File: src/rtl/mem_access_unit_pkg.sv
// Shared encodings and access-shape helpers for the load/store unit.
// Used by the bus FSM and the load alignment path.
package mem_access_unit_pkg;

    typedef enum logic {
        IDLE = 1'b0,
        BUSY = 1'b1
    } state_t;

    localparam logic [1:0] RESULT_SRC_LOAD = 2'b01;

    localparam logic [2:0] F3_LB  = 3'd0;
    localparam logic [2:0] F3_LH  = 3'd1;
    localparam logic [2:0] F3_LW  = 3'd2;
    localparam logic [2:0] F3_LBU = 3'd4;
    localparam logic [2:0] F3_LHU = 3'd5;
    localparam logic [2:0] F3_SB  = 3'd0;
    localparam logic [2:0] F3_SH  = 3'd1;
    localparam logic [2:0] F3_SW  = 3'd2;

    // funct3[1:0] encodes the access size for both loads and stores.
    function automatic logic access_ok(input logic is_store, input logic [2:0] funct3,
                                       input logic [1:0] off);
        logic legal;
        logic aligned;
        if (is_store)
            legal = (funct3 == F3_SB) || (funct3 == F3_SH) || (funct3 == F3_SW);
        else
            legal = funct3 inside {F3_LB, F3_LH, F3_LW, F3_LBU, F3_LHU};
        case (funct3[1:0])
            2'b01:   aligned = ~off[0];
            2'b10:   aligned = (off == 2'b00);
            default: aligned = 1'b1;
        endcase
        return legal & aligned;
    endfunction

    function automatic logic [3:0] lane_be(input logic [1:0] size, input logic [1:0] off);
        case (size)
            2'b00:   return 4'b0001 << off;
            2'b01:   return 4'b0011 << {off[1], 1'b0};
            default: return 4'b1111;
        endcase
    endfunction

    function automatic logic [31:0] store_data(input logic [1:0] size, input logic [31:0] wd);
        case (size)
            2'b00:   return {4{wd[7:0]}};
            2'b01:   return {2{wd[15:0]}};
            default: return wd;
        endcase
    endfunction

endpackage

File: src/rtl/mem_access_unit_load_align.sv
// Selects the addressed byte/half lane of a bus read word and
// sign- or zero-extends it according to the load funct3.
module lsu_load_align
    import mem_access_unit_pkg::*;
(
    input  logic [31:0] rdata,
    input  logic [2:0]  funct3,
    input  logic [1:0]  offset,
    output logic [31:0] data
);

    logic [7:0]  byte_lane;
    logic [15:0] half_lane;

    always_comb begin
        byte_lane = 8'(rdata >> {offset, 3'b000});
        half_lane = offset[1] ? rdata[31:16] : rdata[15:0];
        case (funct3)
            F3_LB:   data = {{24{byte_lane[7]}}, byte_lane};
            F3_LH:   data = {{16{half_lane[15]}}, half_lane};
            F3_LBU:  data = {24'h0, byte_lane};
            F3_LHU:  data = {16'h0, half_lane};
            default: data = rdata;
        endcase
    end

endmodule

File: src/rtl/mem_access_unit.sv
// MEM-stage load/store unit: issues one data-memory bus access per
// legal op, stalls the pipeline until ack or timeout, returns load data.
module mem_access_unit
    import mem_access_unit_pkg::*;
#(
    parameter int BUS_TIMEOUT = 255
) (
    input  logic        clk,
    input  logic        rst_n,
    input  logic        valid_m,
    input  logic        MemWriteM,
    input  logic [1:0]  ResultSrcM,
    input  logic [31:0] ALUResultM,
    input  logic [31:0] WriteDataM,
    input  logic [2:0]  funct3M,
    output logic        dmem_req,
    output logic        dmem_we,
    output logic [31:0] dmem_addr,
    output logic [3:0]  dmem_be,
    output logic [31:0] dmem_wdata,
    input  logic [31:0] dmem_rdata,
    input  logic        dmem_ack,
    output logic        stall_mem,
    output logic [31:0] ReadDataW,
    output logic        load_valid,
    output logic        access_err,
    output logic        timeout_err
);

    localparam logic [9:0] TMO_LAST = 10'(BUS_TIMEOUT - 1);

    state_t      state;
    logic [9:0]  cnt;
    logic [2:0]  funct3_q;
    logic [1:0]  off_q;
    logic        mem_op;
    logic        op_ok;
    logic        start;
    logic [31:0] load_data;

    assign mem_op    = valid_m & (MemWriteM | (ResultSrcM == RESULT_SRC_LOAD));
    assign op_ok     = access_ok(MemWriteM, funct3M, ALUResultM[1:0]);
    assign start     = (state == IDLE) & mem_op & op_ok;
    assign stall_mem = rst_n & (start | ((state == BUSY) & ~dmem_ack));

    lsu_load_align u_align (
        .rdata  (dmem_rdata),
        .funct3 (funct3_q),
        .offset (off_q),
        .data   (load_data)
    );

    always_ff @(posedge clk) begin
        if (!rst_n) begin
            state       <= IDLE;
            cnt         <= '0;
            funct3_q    <= '0;
            off_q       <= '0;
            dmem_req    <= 1'b0;
            dmem_we     <= 1'b0;
            dmem_addr   <= '0;
            dmem_be     <= '0;
            dmem_wdata  <= '0;
            ReadDataW   <= '0;
            load_valid  <= 1'b0;
            access_err  <= 1'b0;
            timeout_err <= 1'b0;
        end else begin
            load_valid  <= 1'b0;
            access_err  <= 1'b0;
            timeout_err <= 1'b0;
            case (state)
                IDLE: begin
                    if (start) begin
                        state      <= BUSY;
                        cnt        <= '0;
                        dmem_req   <= 1'b1;
                        dmem_we    <= MemWriteM;
                        dmem_addr  <= {ALUResultM[31:2], 2'b00};
                        dmem_be    <= lane_be(funct3M[1:0], ALUResultM[1:0]);
                        dmem_wdata <= MemWriteM ? store_data(funct3M[1:0], WriteDataM) : 32'h0;
                        funct3_q   <= funct3M;
                        off_q      <= ALUResultM[1:0];
                    end else if (mem_op) begin
                        access_err <= 1'b1;
                    end
                end
                BUSY: begin
                    // An ack arriving on the last allowed cycle still completes the access.
                    if (dmem_ack) begin
                        state    <= IDLE;
                        dmem_req <= 1'b0;
                        if (!dmem_we) begin
                            ReadDataW  <= load_data;
                            load_valid <= 1'b1;
                        end
                    end else if (cnt == TMO_LAST) begin
                        state       <= IDLE;
                        dmem_req    <= 1'b0;
                        ReadDataW   <= '0;
                        timeout_err <= 1'b1;
                    end else begin
                        cnt <= cnt + 10'd1;
                    end
                end
            endcase
        end
    end

endmodule

File: config.mk
export PLATFORM = sky130hd
export DESIGN_NAME = mem_access_unit
export DESIGN_NICKNAME = d
export VERILOG_FILES = /design/src/rtl/mem_access_unit_pkg.sv /design/src/rtl/mem_access_unit_load_align.sv /design/src/rtl/mem_access_unit.sv
export SDC_FILE = /design/constraint.sdc
export NUM_CORES = 1
export LEC_CHECK = 0
export ABC_AREA = 1
export CAP_MARGIN = 5
export CORE_MARGIN = 2
export CORE_UTILIZATION = 40
export CTS_CLUSTER_DIAMETER = 40
export DETAILED_ROUTE_END_ITERATION = 12
export PLACE_DENSITY = 0.73
export SLEW_MARGIN = 40
export SYNTH_ARGS = -nofsm -noshare
export SYNTH_HDL_FRONTEND = slang
export SYNTH_SLANG_ARGS = --single-unit
File: constraint.sdc
create_clock -name clk -period 1.6 [get_ports clk]
set_input_delay 0.32 -clock clk [delete_from_list [all_inputs] [get_ports clk]]
set_output_delay 0.32 -clock clk [all_outputs]
set_load 0.02 [all_outputs]
# Word level (Yosys, flattened, before mapping)
# Cells that the tools add are included.
[totals]
reg_bits = 119
in_bits = 106
wordCells = 85
[op_classes]
n_reduce_logical = 15
n_bitwise = 12
n_eq_ne = 16
addsub = 1
muxes = 25
shift = 3
[ops]
columns = ["op", "n"]
rows = [
  ["$mux W32", 4],
  ["$pmux W32 S4", 1],
  ["$pmux W32 S2", 1],
  ["$shr A32 B5 Y8", 1],
  ["$mux W10", 3],
  ["$pmux W10 S2", 1],
  ["$mux W16", 1],
  ["$eq A3 B3 Y1 const B", 4],
  ["$add A10 B1 Y10 const B", 1],
  ["$eq A10 B8 Y1 const B", 1],
  ["$mux W1", 10],
  ["$reduce_and A3 Y1", 3],
  ["$ne A2 B2 Y1 const B", 4],
  ["$pmux W4 S2", 1],
  ["$and A1 B1 Y1", 6],
  ["$eq A3 B1 Y1 const B", 2],
  ["$logic_not A3 Y1", 2],
  ["$pmux W1 S2", 3],
  ["$reduce_or A3 Y1", 2],
  ["$reduce_bool A5 Y1", 1],
  ["$eq A2 B1 Y1 const B", 2],
  ["$logic_not A2 Y1", 2],
  ["$not A1 Y1", 4],
  ["$reduce_and A2 Y1", 2],
  ["other kinds (8)", 10],
]

# Longest topological paths before layout
# Gate-level depths: netlist of the first run.
[logic_depth]
depth_word = 8
ltp_mapped = 14
depth_no_buf = 12

# Hierarchy
# From an unflattened synthesis of the first run, not the netlist that was laid out.
[unflattened]
cells_unflattened = 817
hier_area_um2 = 5665.4
[modules_own_cells]
columns = ["module", "seq_area_each_um2", "area_per_inst_um2", "instances", "cells_per_inst"]
rows = [
  ["mem_access_unit", 2382.3, 4650.7, 1, 621],
  ["lsu_load_align", 0.0, 1014.7, 1, 196],
]

# Worst setup path before layout of the first run
# No wires, ideal clock.
[synth_path]
kind = "in2out"
from = "input funct3M[0]"
to = "output stall_mem"
path_stages = 9
path_buffers = 1
arrival_ps = 1394
t_required_ps = 1280
path_slack_ps = -114
path_cell_list = "inv_1 ha_1 buf_4 nor2_4 inv_4 nand2_2 nand2_4 nand3_4 a21oi_1"
[synth_via]
elab_chain_len = 8
word_cells_on_any_way = 16
[synth_rtl]
columns = ["item", "line", "text"]
rows = [
  ["start: declaration", "mem_access_unit.sv:15", "input logic [2:0] funct3M,"],
  ["parallel branches: the longest is 4 deep, another holds $reduce_bool A5 Y1", "--", ""],
  ["$and A1 B1 Y1 *", "mem_access_unit_pkg.sv:35", "return legal & aligned;"],
  ["$and A1 B1 Y1 *", "mem_access_unit.sv:43", "assign start = (state == IDLE) & mem_op & op_ok;"],
  ["$or A1 B1 Y1 *", "mem_access_unit.sv:44", "assign stall_mem = rst_n & (start | ((state == BUSY) & ~dmem_ack));"],
  ["$and A1 B1 Y1 *", "mem_access_unit.sv:44", ""],
  ["end: declaration", "mem_access_unit.sv:23", "output logic stall_mem,"],
]
# Every way passes the cells marked *.

# Final worst setup path of the first run
[layout_path]
from = "input funct3M[2]"
to = "output stall_mem"
[layout_via]
elab_chain_len = 8
word_cells_on_any_way = 13
[layout_rtl]
columns = ["item", "line", "text"]
rows = [
  ["parallel branches: the longest is 3 deep, another holds $reduce_bool A5 Y1", "--", ""],
  ["$mux W1 *", "mem_access_unit_pkg.sv:26", "if (is_store)"],
  ["$and A1 B1 Y1 *", "mem_access_unit_pkg.sv:35", ""],
  ["$and A1 B1 Y1 *", "mem_access_unit.sv:43", ""],
  ["$or A1 B1 Y1 *", "mem_access_unit.sv:44", ""],
  ["$and A1 B1 Y1 *", "mem_access_unit.sv:44", ""],
]
# Marks and branches as above.

==> metrics, run 1 <==
RSZ-0062 raised after global routing=true; reg2reg end=ReadDataW[14]; Max-Cap Viols=0; nets=roughly 1,200; Hold Slack=around 440 ps; failing checks=setup timing; VDD IR-drop max=~630 uV; initial core utilization=between 40% and 50%; utilization after layout=64.0%; die area=approximately 15,000 um^2; mean post-synth cell area=around 7.0 um^2; Gate power share=between 15 and 20%; Worst Skew=between 4 and 5 ps; status=finished, violations left; Critical Path End Type=output port; Startpoint Class=input port; switching power=0.00211 W; critical path class=input port to output port; Final Worst Setup Slack=-92.7 ps; synth unique cells=31; ys async rst share=0%; Seq/Total Area, Yosys=roughly 42%; crit path max fanout=2; Post-DP HPWL=about 13,000 um; area grow syn2layout=57.3%; Final Setup Violations=1; CTS max path bufs=2; post-synthesis register bit count=between 100 and 150; Mapped Area=approximately 5600 um^2; Clock Latency Late Sink=between 400 and 500 ps; ordered list of cells on the worst path=clkdlybuf4s50_1 -> inv_1 -> nand2_1 -> nand2_4 -> nand3_4 -> a21oi_2 -> buf_6; # rows=between 40 and 50; critical path's slowest cell=clkdlybuf4s50_1; Final TNS setup=-92.7 ps; Post-Route WL=between 15,000 and 20,000 um; CTS H-tree lvls=4; Total Power=~0.0083 W; CTS clk-pin slew, worst paths=50 ps; worst r2r path cells=9; Leak Pwr=between 4 and 5 nW; CTS Hold Buffers Added=0; Largest stage delay, worst path=420 ps; vias per std cell=about 4.7; fmax=~590 MHz; Worst EP arrival=~1400 ps; critical path data required time=1280 ps; Antenna Nets Post-Route=0; post-synth top area cell=dfxtp_1; Sink Count=between 100 and 150; Internal Pwr Total=slightly above 0.006 W; CTS root buffer=clkbuf_16; dpl cells=roughly 1,200; largest net degree at the start of global routing=42; Iter 0 DRT Violations=around 450; All-Layer GR Usage=a little under a quarter; CP startpoint=funct3M[2]; TritonCTS clock tree=built; GP Congestion=between 0.8 and 0.9; initial antenna violation count=1; number of buffers added on ports=about 210; min-delay worst type=input port to register; routed vias=slightly below 6,000; Post-Synthesis Cells=802; 1st-pass router iterations=5; cts bufs inserted=17; Core Box Area=13,800 um^2; commonest cells in the netlist=nand2_1, dfxtp_1, inv_1, a21oi_1, o21ai_0; final max-slew violation count=0; Ports=roughly 210; worst setup path end=stall_mem; Fin. Hold Viols=0; Synth Flop Type=dfxtp_1; Tcrit/Tclk final=106%; worst r2r src=cnt[4]; die height=between 100 and 150 um; routed len/inst=roughly 14 um; delay-heaviest family, CP=buffers and inverters; largest cells by area after synthesis=dfxtp_1, nand2_1, a21oi_1; number of synthesis warnings=0; Synth top area share=between 40% and 50%; layout cell share with drive strength beyond 1=around 17%; vias in the first global route=between 5,000 and 6,000; FF-to-FF setup slack=110 ps; first-pass GRT wire length=27,000 um; chip width=between 100 and 150 um; power per standard cell area=about 940 nW/um^2; GR Overflow Total=0; Post-synth EDFFs=0; WP depth=7; sequential share of power=a little under two fifths; clock network power share=47.1%; Final min period=about 1700 ps; Layout Cells excl Fill=between 1,000 and 1,500; CP bufs+invs=3; Net Sw Frac=between 20 and 30%; count leader, synth=nand2_1; drt drc=0
worst min-delay path by stage:
| stage | cells after the start | end | from |
|---|---|---|---|
| 6_report | 4 | funct3_q[0] | funct3M[0] |
| 4_1_cts | 4 | funct3_q[0] | funct3M[0] |
| 3_3_place_gp | 2 | dmem_addr[15] | dmem_addr[15] |
| 2_1_floorplan | 2 | dmem_addr[10] | ALUResultM[10] |
| 5_1_grt | 3 | dmem_addr[26] | ALUResultM[26] |
| 3_5_place_dp | 2 | dmem_addr[21] | dmem_addr[21] |
registers in the layout, summed over array words and instances, names as in the netlist:
signal,flops
ReadDataW,32
access_err,1
cnt,10
dmem_addr,30
dmem_be,4
dmem_req,1
dmem_wdata,32
dmem_we,1
funct3_q,3
load_valid,1
off_q,2
state,1
timeout_err,1
cell usage in the layout, fill, tap and decap left out, types with 29 or more instances in the layout:
cell type        count
clkdlybuf4s50_1    100
o21ai_0             44
a21oi_1             62
nor2_1              42
dfxtp_1            117
dlygate4sd2_1      106
nand2_1            285
buf_4               53
inv_1               76
o21ai_2             29
logic make-up after synthesis:
group	after synthesis	synth area share (%)
and+or+nand+nor	391	28.7
AOI/OAI and AO/OA	158	16.5
buffers and inverters	128	11.2
DFF	119	42.4
adders and majority gates	5	1.11
other	1	0.0667
power groups by stage:
stage / combinational, W / sequential [W] / clock, W
final: 0.00129 / 0.00310 / 0.00390
after detailed placement: 0.00131 / 0.00317 / 0
after global routing: 0.00140 / 0.00311 / 0.00413
after global placement: 0.00130 / 0.00316 / 0
after floorplan: 0.000535 / 0.00326 / 0
after CTS: 0.00127 / 0.00310 / 0.00397
repair_timing:
item,4_1_cts,5_1_grt
resized for setup,127,11
buffers inserted,4,4
pin swaps,5,8
endpoints found under the setup margin,187,25
layer usage:
layer,vias up,global-route usage [%],wire (um)
met4,0,8.05,357
met1,2624,27.5,7260
met2,215,36.9,7830
met5,-,0,0
met3,30,10.7,1640
li1,3039,-,-
layout make-up:
cell class                      instances  area (um^2)
Multi-Input combinational cell        556         2690
Sequential cell                       119         2380
Clock inverter                         12          151
Antenna cell                            1         2.50
Tap cell                              180          225
Timing Repair Buffer                  274         2590
Fill cell                            1251         4980
Inverter                               87          339
Clock buffer                           20          457
through the flow:
step,worst slack (ps),instance area (um^2)
after floorplan,-17.1,5650
after global placement,-875,8250
after detailed placement,-926,8250
after CTS,-131,8790
after global routing,-136,8840
final,-92.7,8840
worst min-delay path: cells and delay by family:
family / cells / cell delay [ps]
buffers and inverters: 3 / 420
AOI/OAI and AO/OA: 1 / 60
Note: power is estimated with default switching activity, not from simulation.
==> run 2, diff against run 1 <==
- CORE_UTILIZATION: 40 -> 41
- CTS_BUF_LIST: unset -> sky130_fd_sc_hd__clkbuf_8
- PLACE_DENSITY: 0.73 -> 0.74
==> run 2 against run 1 <==
The run still ends with setup timing left. Cell count shrank 0.16%. Utilization increased by 3.4 points. Via count is 1.8% higher. Hold slack worse by 130 ps. Fmax is 0.59% lower.
==> metrics, run 2 (same netlist as run 1, synthesis figures left out) <==
final max-slew violation count=0 (unchanged); VDD IR-drop max=604 uV (-4.9%); Gate power share=19.6% (+4.1 points); initial antenna violation count=1 (unchanged); vias per std cell=4.82 (+1.9%); Final Worst Setup Slack=-103 ps (-10.1 ps); Max-Cap Viols=0 (unchanged); GP Congestion=0.880 (about the same); Hold Slack=311 ps (-126 ps); Core Box Area=13,300 um^2 (-3.8%); layout cell share with drive strength beyond 1=22.9% (+6.3 points); Multi-input gate area=2920 um^2 (+8.5%); critical path class=input port to output port; Ports=212 (unchanged); clock network power share=36.2% (-11 points); CTS H-tree lvls=4 (unchanged); Clock Latency Late Sink=430 ps (about the same); Net Sw Frac=27.5% (+2.0 points); Post-Route WL=17,800 um (+4.1%); failing checks=setup timing; # rows=42 (-2.3%); Tcrit/Tclk final=106% (+0.63 points); TritonCTS clock tree=built; Placed Area=8250 um^2 (about the same); first-pass GRT wire length=26,600 um (-1.5%); Internal Pwr Total=0.00507 W (-18%); chip width=121 um (-1.2%); power per standard cell area=781 nW/um^2 (-17%); vias in the first global route=5,466 (-1.7%); nets=1,172 (+0.51%); # fillers=1,192 (-4.7%); CTS max path bufs=2 (unchanged); switching power=0.00192 W (-8.9%); GR Overflow Total=0 (unchanged); sequential share of power=44.3% (+6.9 points); Final Setup Violations=2 (+1); commonest non-fill, non-tap cell in the layout=nand2_1; RSZ-0062 raised after global routing=true; routed len/inst=14.3 um (+4.3%); Sink Count=119 (unchanged); Leak Pwr=4.41 nW (-0.16%); crit path max fanout=3 (+1); Iter 0 DRT Violations=492 (+9.8%); Worst EP arrival=1380 ps (about the same); Final Cell Area=8960 um^2 (+1.3%); Worst Skew=7.54 ps (+3.36 ps); status=finished, violations left; CTS clk-pin slew, worst paths=70 ps (+20 ps); drt drc=0 (unchanged); FF/Latch Area=2390 um^2 (+0.16%); cts bufs inserted=17 (unchanged); Final TNS setup=-129 ps (-35.9 ps); Antenna Nets Post-Route=0 (unchanged); Startpoint Class=input port; die area=14,700 um^2 (-2.4%); Total Power=0.00699 W (-16%); number of buffers added on ports=209 (unchanged); area grow syn2layout=59.4%; die height=121 um (-1.2%); largest net degree at the start of global routing=42 (unchanged); fmax=587 MHz (-0.59%); routed vias=6,012 (+1.8%); initial core utilization=42.3% (+1.6 points); top flop regs=ReadDataW (32), dmem_wdata (32), dmem_addr (30); Layout Cells excl Fill=1,247 (-0.16%); Final min period=1700 ps (+10.1 ps); most frequent cells in the layout=nand2_1, dfxtp_1, dlygate4sd2_1, clkdlybuf4s50_1, inv_1; 1st-pass router iterations=5 (unchanged); All-Layer GR Usage=23.2% (about the same); Fin. Hold Viols=0 (unchanged); CTS root buffer=clkbuf_8; min-delay worst type=input port to register; Critical Path End Type=output port; Post-DP HPWL=12,400 um (-0.66%); critical path data required time=1280 ps (about the same); dpl cells=1,205 (-0.25%)
## run 2: cell types whose count changed in the layout (fill, tap and decap cells not counted), moves of 3 or more
cell            previous run  this run
dfxtp_1                  117       114
nand2_1                  285       244
clkbuf_16                 17         4
dlymetal6s2s_1             0         3
nand2_2                    8        41
a21oi_1                   62        42
clkbuf_8                   2        22
a21oi_2                    4        24
nand2_4                    5        12
clkinvlp_4                 5         0
dfxtp_2                    2         5
## run 2: worst max-delay path, stage by stage
cell	delay, ps
clkdlybuf4s15_2	220
inv_2	100
ha_2	180
nand3_1	90
nand3_2	110
nand3_4	90
a21oi_2	130
buf_6	130
## run 2: power by group through the flow
stage / registers (W) / clock network, W / logic [W]
final: 0.00310 / 0.00253 / 0.00137
after detailed placement: 0.00316 / 0 / 0.00129
after global placement: 0.00316 / 0 / 0.00129
after CTS: 0.00309 / 0.00258 / 0.00126
after global routing: 0.00310 / 0.00271 / 0.00148
after floorplan: 0.00326 / 0 / 0.000535
## run 2: cell type report
class	count	area share [%]
Multi-Input combinational cell	556	32.6
Sequential cell	119	26.7
Inverter	87	3.84
Tap cell	176	2.46
Antenna cell	1	0.0279
Timing Repair Buffer	280	30.5
Clock inverter	6	0.587
Clock buffer	22	3.38
## run 2: repair_timing
action / in CTS / in global routing
hold buffers: 0 / 0
setup buffers: 3 / 5
pin swaps: 6 / 11
endpoints found under the hold margin: 0 / 0
gates resized for setup: 122 / 97
endpoints found under the setup margin: 187 / 42
gates cloned: 0 / 5
## run 2: final timing paths
kind	startpoint	cells past startpoint	endpoint	slack, ps
worst min register to register	dmem_addr[4]	2	dmem_addr[4]	440
worst max-delay path	funct3M[0]	8	stall_mem	-100
worst min-delay path	ALUResultM[1]	4	off_q[1]	310
worst max register to register	cnt[4]	9	ReadDataW[9]	-30
## run 2: per-stage QoR
stage | utilization (%) | setup WS [ps]
6_report | 67.4 | -103
3_3_place_gp | 62.0 | -920
2_1_floorplan | - | -17.1
3_5_place_dp | 62.0 | -963
5_1_grt | 67.4 | -156
4_1_cts | 64.2 | -168
## run 2: layer usage
| metal | vias to the layer above | track usage [%] | share of wire [%] |
|---|---|---|---|
| li1 | 3036 | - | - |
| met2 | 259 | 38.3 | 47 |
| met3 | 46 | 8.74 | 9.9 |
| met4 | 0 | 8.65 | 2.9 |
| met1 | 2671 | 27.3 | 40 |
| met5 | - | 0 | 0 |
